## config.mk

```make
export PLATFORM = sky130hd
export DESIGN_NAME = clz_seq_unit
export DESIGN_NICKNAME = d
export VERILOG_FILES = /design/src/rtl/clz_pkg.sv /design/src/rtl/count_leading_zeros.sv /design/src/rtl/clz_seq_unit.sv
export SDC_FILE = /design/constraint.sdc
export NUM_CORES = 1
export LEC_CHECK = 0
export CELL_PAD_IN_SITES_DETAIL_PLACEMENT = 1
export CELL_PAD_IN_SITES_GLOBAL_PLACEMENT = 1
export CORE_MARGIN = 3
export CORE_UTILIZATION = 35
export DETAILED_ROUTE_END_ITERATION = 10
export HOLD_SLACK_MARGIN = 0.1
export PLACE_DENSITY_LB_ADDON = 0.15
export SYNTH_ARGS = -nofsm -noshare
export SYNTH_HDL_FRONTEND = slang
export SYNTH_SLANG_ARGS = --single-unit
```

## constraint.sdc

```tcl
create_clock -name clk -period 3 [get_ports clk]
set_clock_uncertainty 0.1 [all_clocks]
set_input_delay 0.9 -clock clk [delete_from_list [all_inputs] [get_ports clk]]
set_output_delay 0.9 -clock clk [all_outputs]
set_load 0.1 [all_outputs]
```

## src/rtl/clz_pkg.sv

```systemverilog
// Shared types for the sequential count-leading/trailing-zeros unit.
package clz_pkg;

    // Operation encoding: bit 1 selects trailing-zero count, bit 0 selects the 32-bit form.
    typedef enum logic [1:0] {
        OP_CLZ  = 2'b00,
        OP_CLZW = 2'b01,
        OP_CTZ  = 2'b10,
        OP_CTZW = 2'b11
    } clz_op_t;

    // Control states of the chunk scanner.
    typedef enum logic [1:0] {
        ST_IDLE = 2'b00,
        ST_SCAN = 2'b01,
        ST_DONE = 2'b10
    } clz_state_t;

    // Value reported when every scanned bit is zero.
    localparam logic [6:0] ALL_ZERO_COUNT = 7'd64;

endpackage

```

## src/rtl/count_leading_zeros.sv

```systemverilog
// Combinational leading-zero count of a 2**LG_N bit word; all-zero gives 2**LG_N.
module count_leading_zeros #(
    parameter int LG_N = 4
) (
    input  logic [(1<<LG_N)-1:0] data,
    output logic [LG_N:0]        count
);

    // Walk from LSB up so the highest set bit has the final word.
    always_comb begin
        count = (LG_N+1)'(1 << LG_N);
        for (int i = 0; i < (1 << LG_N); i++) begin
            if (data[i]) begin
                count = (LG_N+1)'((1 << LG_N) - 1 - i);
            end
        end
    end

endmodule

```

## src/rtl/clz_seq_unit.sv

```systemverilog
// Sequential CLZ/CLZW/CTZ/CTZW unit: scans one 16-bit chunk per cycle, MSB chunk first.
// Trailing counts are turned into leading counts by bit-reversing the operand at
// acceptance; word forms pad the low half with ones so the count saturates at 32.
module clz_seq_unit
    import clz_pkg::*;
#(
    parameter int TAG_W    = 6,
    parameter int CHUNK_LG = 4
) (
    input  logic             clk,
    input  logic             reset_n,
    input  logic             flush,
    input  logic             in_valid,
    output logic             in_ready,
    input  logic [1:0]       in_op,
    input  logic [63:0]      in_src,
    input  logic [TAG_W-1:0] in_tag,
    output logic             out_valid,
    input  logic             out_ready,
    output logic [63:0]      out_result,
    output logic [TAG_W-1:0] out_tag
);

    clz_state_t       state_reg, state_next;
    logic [1:0]       k_reg, k_next;
    logic [63:0]      operand_reg, operand_next;
    logic [6:0]       result_reg, result_next;
    logic [TAG_W-1:0] tag_reg, tag_next;

    logic [63:0]       src_rev;
    logic [63:0]       src_prep;
    logic [15:0]       chunk;
    logic [CHUNK_LG:0] chunk_count;
    logic [6:0]        scan_count;
    logic              accept;

    // Full 64-bit reversal; its upper half is also the reversal of src[31:0].
    for (genvar gi = 0; gi < 64; gi++) begin : g_rev
        assign src_rev[gi] = in_src[63-gi];
    end

    // Operand as it will be scanned, chosen by the operation.
    always_comb begin
        src_prep = in_src;
        case (in_op)
            OP_CLZ:  src_prep = in_src;
            OP_CLZW: src_prep = {in_src[31:0], 32'hFFFF_FFFF};
            OP_CTZ:  src_prep = src_rev;
            OP_CTZW: src_prep = {src_rev[63:32], 32'hFFFF_FFFF};
            default: src_prep = in_src;
        endcase
    end

    // Select the chunk addressed by k, chunk 0 being bits 63:48.
    always_comb begin
        chunk = operand_reg[63:48];
        case (k_reg)
            2'd0:    chunk = operand_reg[63:48];
            2'd1:    chunk = operand_reg[47:32];
            2'd2:    chunk = operand_reg[31:16];
            default: chunk = operand_reg[15:0];
        endcase
    end

    count_leading_zeros #(
        .LG_N (CHUNK_LG)
    ) u_clz16 (
        .data  (chunk),
        .count (chunk_count)
    );

    // 16*k + clz16(chunk); only used when the chunk is non-zero, so the sum stays below 64.
    assign scan_count = {1'b0, k_reg, 4'b0000} + 7'(chunk_count);

    assign in_ready   = ~flush & ((state_reg == ST_IDLE) |
                                  ((state_reg == ST_DONE) & out_ready));
    assign accept     = in_valid & in_ready;
    assign out_valid  = (state_reg == ST_DONE);
    assign out_result = {57'd0, result_reg};
    assign out_tag    = tag_reg;

    // Next-state logic: load on accept, advance one chunk per SCAN cycle, hold result in DONE.
    always_comb begin
        state_next   = state_reg;
        k_next       = k_reg;
        operand_next = operand_reg;
        result_next  = result_reg;
        tag_next     = tag_reg;
        if (flush) begin
            state_next = ST_IDLE;
            k_next     = 2'd0;
        end else begin
            case (state_reg)
                ST_IDLE: begin
                    if (accept) begin
                        state_next   = ST_SCAN;
                        k_next       = 2'd0;
                        operand_next = src_prep;
                        tag_next     = in_tag;
                    end
                end
                ST_SCAN: begin
                    if (|chunk) begin
                        result_next = scan_count;
                        state_next  = ST_DONE;
                    end else if (k_reg == 2'd3) begin
                        result_next = ALL_ZERO_COUNT;
                        state_next  = ST_DONE;
                    end else begin
                        k_next = k_reg + 2'd1;
                    end
                end
                ST_DONE: begin
                    if (out_ready) begin
                        if (accept) begin
                            state_next   = ST_SCAN;
                            k_next       = 2'd0;
                            operand_next = src_prep;
                            tag_next     = in_tag;
                        end else begin
                            state_next = ST_IDLE;
                        end
                    end
                end
                default: begin
                    state_next = ST_IDLE;
                    k_next     = 2'd0;
                end
            endcase
        end
    end

    // State register with asynchronous clear of control and visible outputs.
    always_ff @(posedge clk or negedge reset_n) begin
        if (!reset_n) begin
            state_reg   <= ST_IDLE;
            k_reg       <= 2'd0;
            operand_reg <= 64'd0;
            result_reg  <= 7'd0;
            tag_reg     <= '0;
        end else begin
            state_reg   <= state_next;
            k_reg       <= k_next;
            operand_reg <= operand_next;
            result_reg  <= result_next;
            tag_reg     <= tag_next;
        end
    end

endmodule

```

Word-level counts from Yosys, hierarchy flattened
Index checks and enable logic that the tools add are counted.

Flip-flop bits (word level): 81. Input bits: 77. Word-level logic and storage cells: 75.

Add/sub/neg operators: 2. Eq/ne operators: 14. Multiplexer cells: 39. Bitwise logic cells: 5. Reduce and logical (&&, ||, !) cells: 10.

Operators by type and width (number): $pmux 64 s4 (1); $mux 64 (2); $pmux 64 s2 (1); $mux 5 (16); $pmux 16 s3 (1); $mux 2 (10); $reduce_or 16->1 (1); $mux 7 (2); $mux 6 (2); $pmux 2 s3 (2); $pmux 6 s2 (1); $reduce_and 3->1 (4); $eq 2x2->1 const B (5); $ne 3x3->1 const B (3); $add 6x5->7 (1); $eq 2x1->1 const B (3); $logic_not 2->1 (3); $ne 4x4->1 const B (1); $reduce_bool 2->1 (2); $and 1x1->1 (3); $ne 3x2->1 const B (1); $add 2x1->2 const B (1); $ne 2x1->1 const B (1); $mux 1 (1); other kinds (2) (2).

Depth between registers and ports, before layout
Depth in word-level cells: 20. Mapped depth: 12. Mapped depth without buffers: 10.

By module
A second synthesis with hierarchy kept.

Cells, all modules: 599. Area total of the unflattened synthesis: 5173.7 µm².

By module, submodules not included: clz_seq_unit (instances 1, cells each 567, area an instance 4984.8 µm²); count_leading_zeros (instances 1, cells each 32, area an instance 188.9 µm²).

Least setup slack after synthesis
No wires, ideal clock.

Path kind: input to register. Start: input out_ready. End: register operand_reg[0]. Setup time: 138 ps. Data arrival time: 4204 ps. Slack: -1442 ps. Stages: 6. Path buffers: 1. Cells stage by stage: nor2b_1 > nor3_1 > nand2_1 > clkbuf_1 > a2111oi_0 > a21oi_1.

Word-level cells in the longest chain between the ends: 7.

Ends and longest elaborated chain: start: declaration (line clz_seq_unit.sv:19) `input logic out_ready,`; $and 1x1->1 (*) (line clz_seq_unit.sv:76) `((state_reg == ST_DONE) & out_ready));`; $or 1x1->1 (*) (line clz_seq_unit.sv:75) `assign in_ready = ~flush & ((state_reg == ST_IDLE) |`; $and 1x1->1 (*) (line clz_seq_unit.sv:75); net in_ready (line clz_seq_unit.sv:14) `output logic in_ready,`; $and 1x1->1 (*) (line clz_seq_unit.sv:77) `assign accept = in_valid & in_ready;`; $mux 64 (*); $mux 64; $pmux 64 s2 (*); end signal: assignment (line clz_seq_unit.sv:144) `operand_reg <= operand_next;`; end: declaration (line clz_seq_unit.sv:26) `logic [63:0] operand_reg, operand_next;`.

The timed path passes the listed nets; every way through them passes the cells marked *. The select of a mux whose other input is x is not followed. A chain may end at the register's enable or synchronous reset.

Final worst setup path
Start: register k_reg[1]. End: register state_reg[1].

Word-level cells in the longest chain between the ends: 6.

Ends and longest elaborated chain: start: declaration (line clz_seq_unit.sv:25) `logic [1:0] k_reg, k_next;`; start signal: assignment (line clz_seq_unit.sv:143) `k_reg <= k_next;`; $eq 2x2->1 (tied with other cells) (line clz_seq_unit.sv:57) `case (k_reg)`; $pmux 16 s3 (line clz_seq_unit.sv:57); $reduce_or 16->1 (line clz_seq_unit.sv:103) `if (|chunk) begin`; $mux 2 (line clz_seq_unit.sv:103); $pmux 2 s3 (line clz_seq_unit.sv:93) `case (state_reg)`; $mux 2 (line clz_seq_unit.sv:89) `if (flush) begin`; end signal: assignment (line clz_seq_unit.sv:142) `state_reg <= state_next;`; end: declaration (line clz_seq_unit.sv:24) `clz_state_t state_reg, state_next;`.

Several ways; a longest one is shown, not always the timed one.

==> flow_summary.ini <==
[final_layout]
postLayoutCellArea_um2 = 6590
area_delta_synth_final_pct = 27.0
largest_reg_flops = 64
final_common_cell = nor2_1
post-route-util_pct = 46.4
diodes = 0
instances_no_fill = 893
final_cell_mix = 97 x nor2_1, 81 x dfrtp_1, 73 x clkdlybuf4s50_1
drive_gt1_share_pct = 12.2
nNetsFinal = 791

[floorplanning]
start_util_pct = 36.5
ioPinCount = 149
core_um2 = 14200
die-height_um = 128
dieArea_um2 = 16300
rows = 43
die_x_um = 128

[yosys]
synth_cell_types = 46
synth_compound_area_share_pct = 20.4
syn_area_um2 = 5190
synth_edf_count = 0
synthFlopType = dfrtp_1
synth_top_family_by_area = compound AO/OA/AOI/OAI gates
synth_xor_area_share_pct = 0
yosys.area_share.simple_pct = 20.2
syn_area_per_cell_um2 = 8.47
synthCells = 612
async_flop_share_pct = 100
synthAdderAreaFrac_pct = 1.45
seq_area_frac_synth_pct = 39.1
ys_warn_count = 0
muxShareOfSynthArea_pct = 6.18
ys_ff_latch = 81

[power_and_ir_drop]
leakagePower_nw = 2.85
ir_drop_mv = 0.290
p_total_w = 0.00416
switching_share_pct = 40.4
p_int_w = 0.00248
power_switching_w = 0.00168
power.density_nw_per_um2 = 631
p_seq_share_pct = 34.8
p_clk_share_pct = 27.9
p_comb_share_pct = 37.3

[place]
dp_hpwl_um = 12000
dp.cells = 872
place_area_um2 = 6210
portBuffers = 91
gp_congestion = 0.854

[worst_setup_path]
r2r_start = k_reg[1]
crit_slowest_cell = a222oi_1
path_delay_family = compound AO/OA/AOI/OAI gates
worstPathArrival_ns = 2.99
path_common_cell = buf_4
critical_path.n_buffers_inverters = 3
cp-end-kind = flip-flop
critPathRequiredTime_ns = 3.13
path_max_fanout = 5
start_kind = flip-flop
r2r_end = state_reg[1]
reg2reg_depth = 10
ff2ff_setup_slack_ns = 0.14
crit_type = flip-flop to flip-flop
slowest_delay_ns = 0.46
cp_cell_sequence = inv_1 > ha_1 > buf_4 > a222oi_1 > a31o_2 > nand4_4 > o31ai_4 > buf_4 > nand2_1 > a21o_1

[drt]
drt-initial-drc-count = 239
avgViaCountPerCell = 5.17
firstDrtPassIters = 5
wl_um = 15600
num_vias = 4621
wl_per_cell_um = 17.4
drc = 0
final_antenna_net_count = 0

[run_status]
status = finished, final reports clean

[grt]
grt_usage_pct = 19.0
antenna_found_initial = 0
grt_max_degree = 67
grt_pass1_wl_um = 24800
first_global_vias = 4679
grt_overflow = 0

[clock_tree]
cts_tree = done
cts-hold-fix-buffers = 0
clkSlewWorstSetupHoldPaths_ns = 0.06
numClockSinks = 81
cts.path.max_buffers = 2
worstSkewPairLatency_ns = 0.34
numCtsBuffers = 9
cts_max_level = 3
cts_root_buf = clkbuf_16

[sta]
tightest_slew_ns = 0.875
slew_headroom_pct = 41.7
fmax_mhz = 349
timing.setup.tns_ns = 0
fin_crit_ns = 2.86
finalMaxSlewViolations = 0
setup_viol = 0
finalHoldViolCount = 0
rsz0062_at_grt = no
fin_crit_sh_pct = 95.4

[worst_hold_path]
hold_depth = 2
worstHoldStart = result_reg[3]
hold_path_end = result_reg[3]
hold_class = flip-flop to flip-flop

[job]
drv_cap = 0
per-stage QoR:
| stage | setup slack [ns] | hold slack, ns |
|---|---|---|
| global route | 0.00308 | 0.408 |
| global placement | 0.104 | 0.361 |
| CTS | 0.111 | 0.391 |
| finish | 0.137 | 0.386 |
| floorplan | 0.105 | 0.349 |
| detailed placement | 0.104 | 0.371 |
timing repair:
action / CTS / global route
setup endpoints to repair: 0 / 7
resized for setup: 0 / 4
hold endpoints to repair: 0 / 0
setup buffers: 0 / 5
metal layers:
metal / track usage [%] / up-vias / part of all wire [%] / wire [µm]
met3: 3.00 / 16 / 3.7 / 582
met1: 24.8 / 2253 / 45 / 6970
met2: 33.0 / 111 / 50 / 7800
met4: 4.49 / 0 / 1.3 / 208
li1: - / 2241 / - / -
met5: 0 / - / 0 / 0
worst max path at each step:
stage	cells past startpoint	end	startpoint	slack (ns)
after floorplan	6	operand_reg[0]	out_ready	0.11
after global placement	7	operand_reg[14]	out_ready	0.10
after detailed placement	6	operand_reg[14]	flush	0.10
after CTS	10	state_reg[1]	k_reg[0]	0.11
after global routing	9	result_reg[0]	k_reg[1]	0.003
final	10	state_reg[1]	k_reg[1]	0.14
layout make-up:
class / count / area, µm²
clock buffer: 11 / 233
clock inverter: 5 / 80.1
fill: 1713 / 7620
inverter: 8 / 30.0
multi-input combinational: 477 / 2750
sequential: 81 / 2030
tap: 180 / 225
timing repair buffer: 131 / 1240
power groups by stage:
stage	clock network (W)	logic [W]	registers (W)
3_5_place_dp	0	0.00152	0.00147
3_3_place_gp	0	0.00148	0.00146
2_1_floorplan	0	0.000881	0.00169
5_1_grt	0.00123	0.00166	0.00147
4_1_cts	0.00119	0.00152	0.00145
6_report	0.00116	0.00155	0.00145
kinds of logic (layout without fill, tap and decap cells):
family | after synthesis | count (layout)
compound gates | 153 | 153
fa+ha+maj | 6 | 6
buf+inv | 110 | 155
flops | 81 | 81
mux | 32 | 32
other cells | 1 | 57
simple gates | 229 | 229
synth_stat cells (2+ instances only):
cell	number	share of area, %
nand2_1	63	4.6
a2111oi_0	32	5.4
nand3_1	8	0.77
mux2i_1	32	6.2
buf_6	3	0.65
nand2b_1	5	0.60
buf_2	3	0.29
buf_4	57	8.3
a21oi_1	40	3.9
o41ai_1	2	0.34
a41oi_1	2	0.34
a31o_2	6	1.0
buf_1	2	0.14
o21ai_1	2	0.19
clkbuf_1	37	2.7
a222oi_1	14	2.7
nor3b_1	7	1.0
nor2_1	97	7.0
dfrtp_1	81	39
a22oi_1	3	0.43
o21ai_0	37	3.6
ha_1	6	1.4
nor3_1	4	0.39
a31oi_1	3	0.36
inv_1	8	0.58
nor2b_1	38	4.6
tightest hold or removal path, stage by stage (launching register included):
cell     delay [ns]
dfrtp_1        0.34
nand2_1        0.06
o41ai_1        0.06
(Power assumes the default switching activity.)
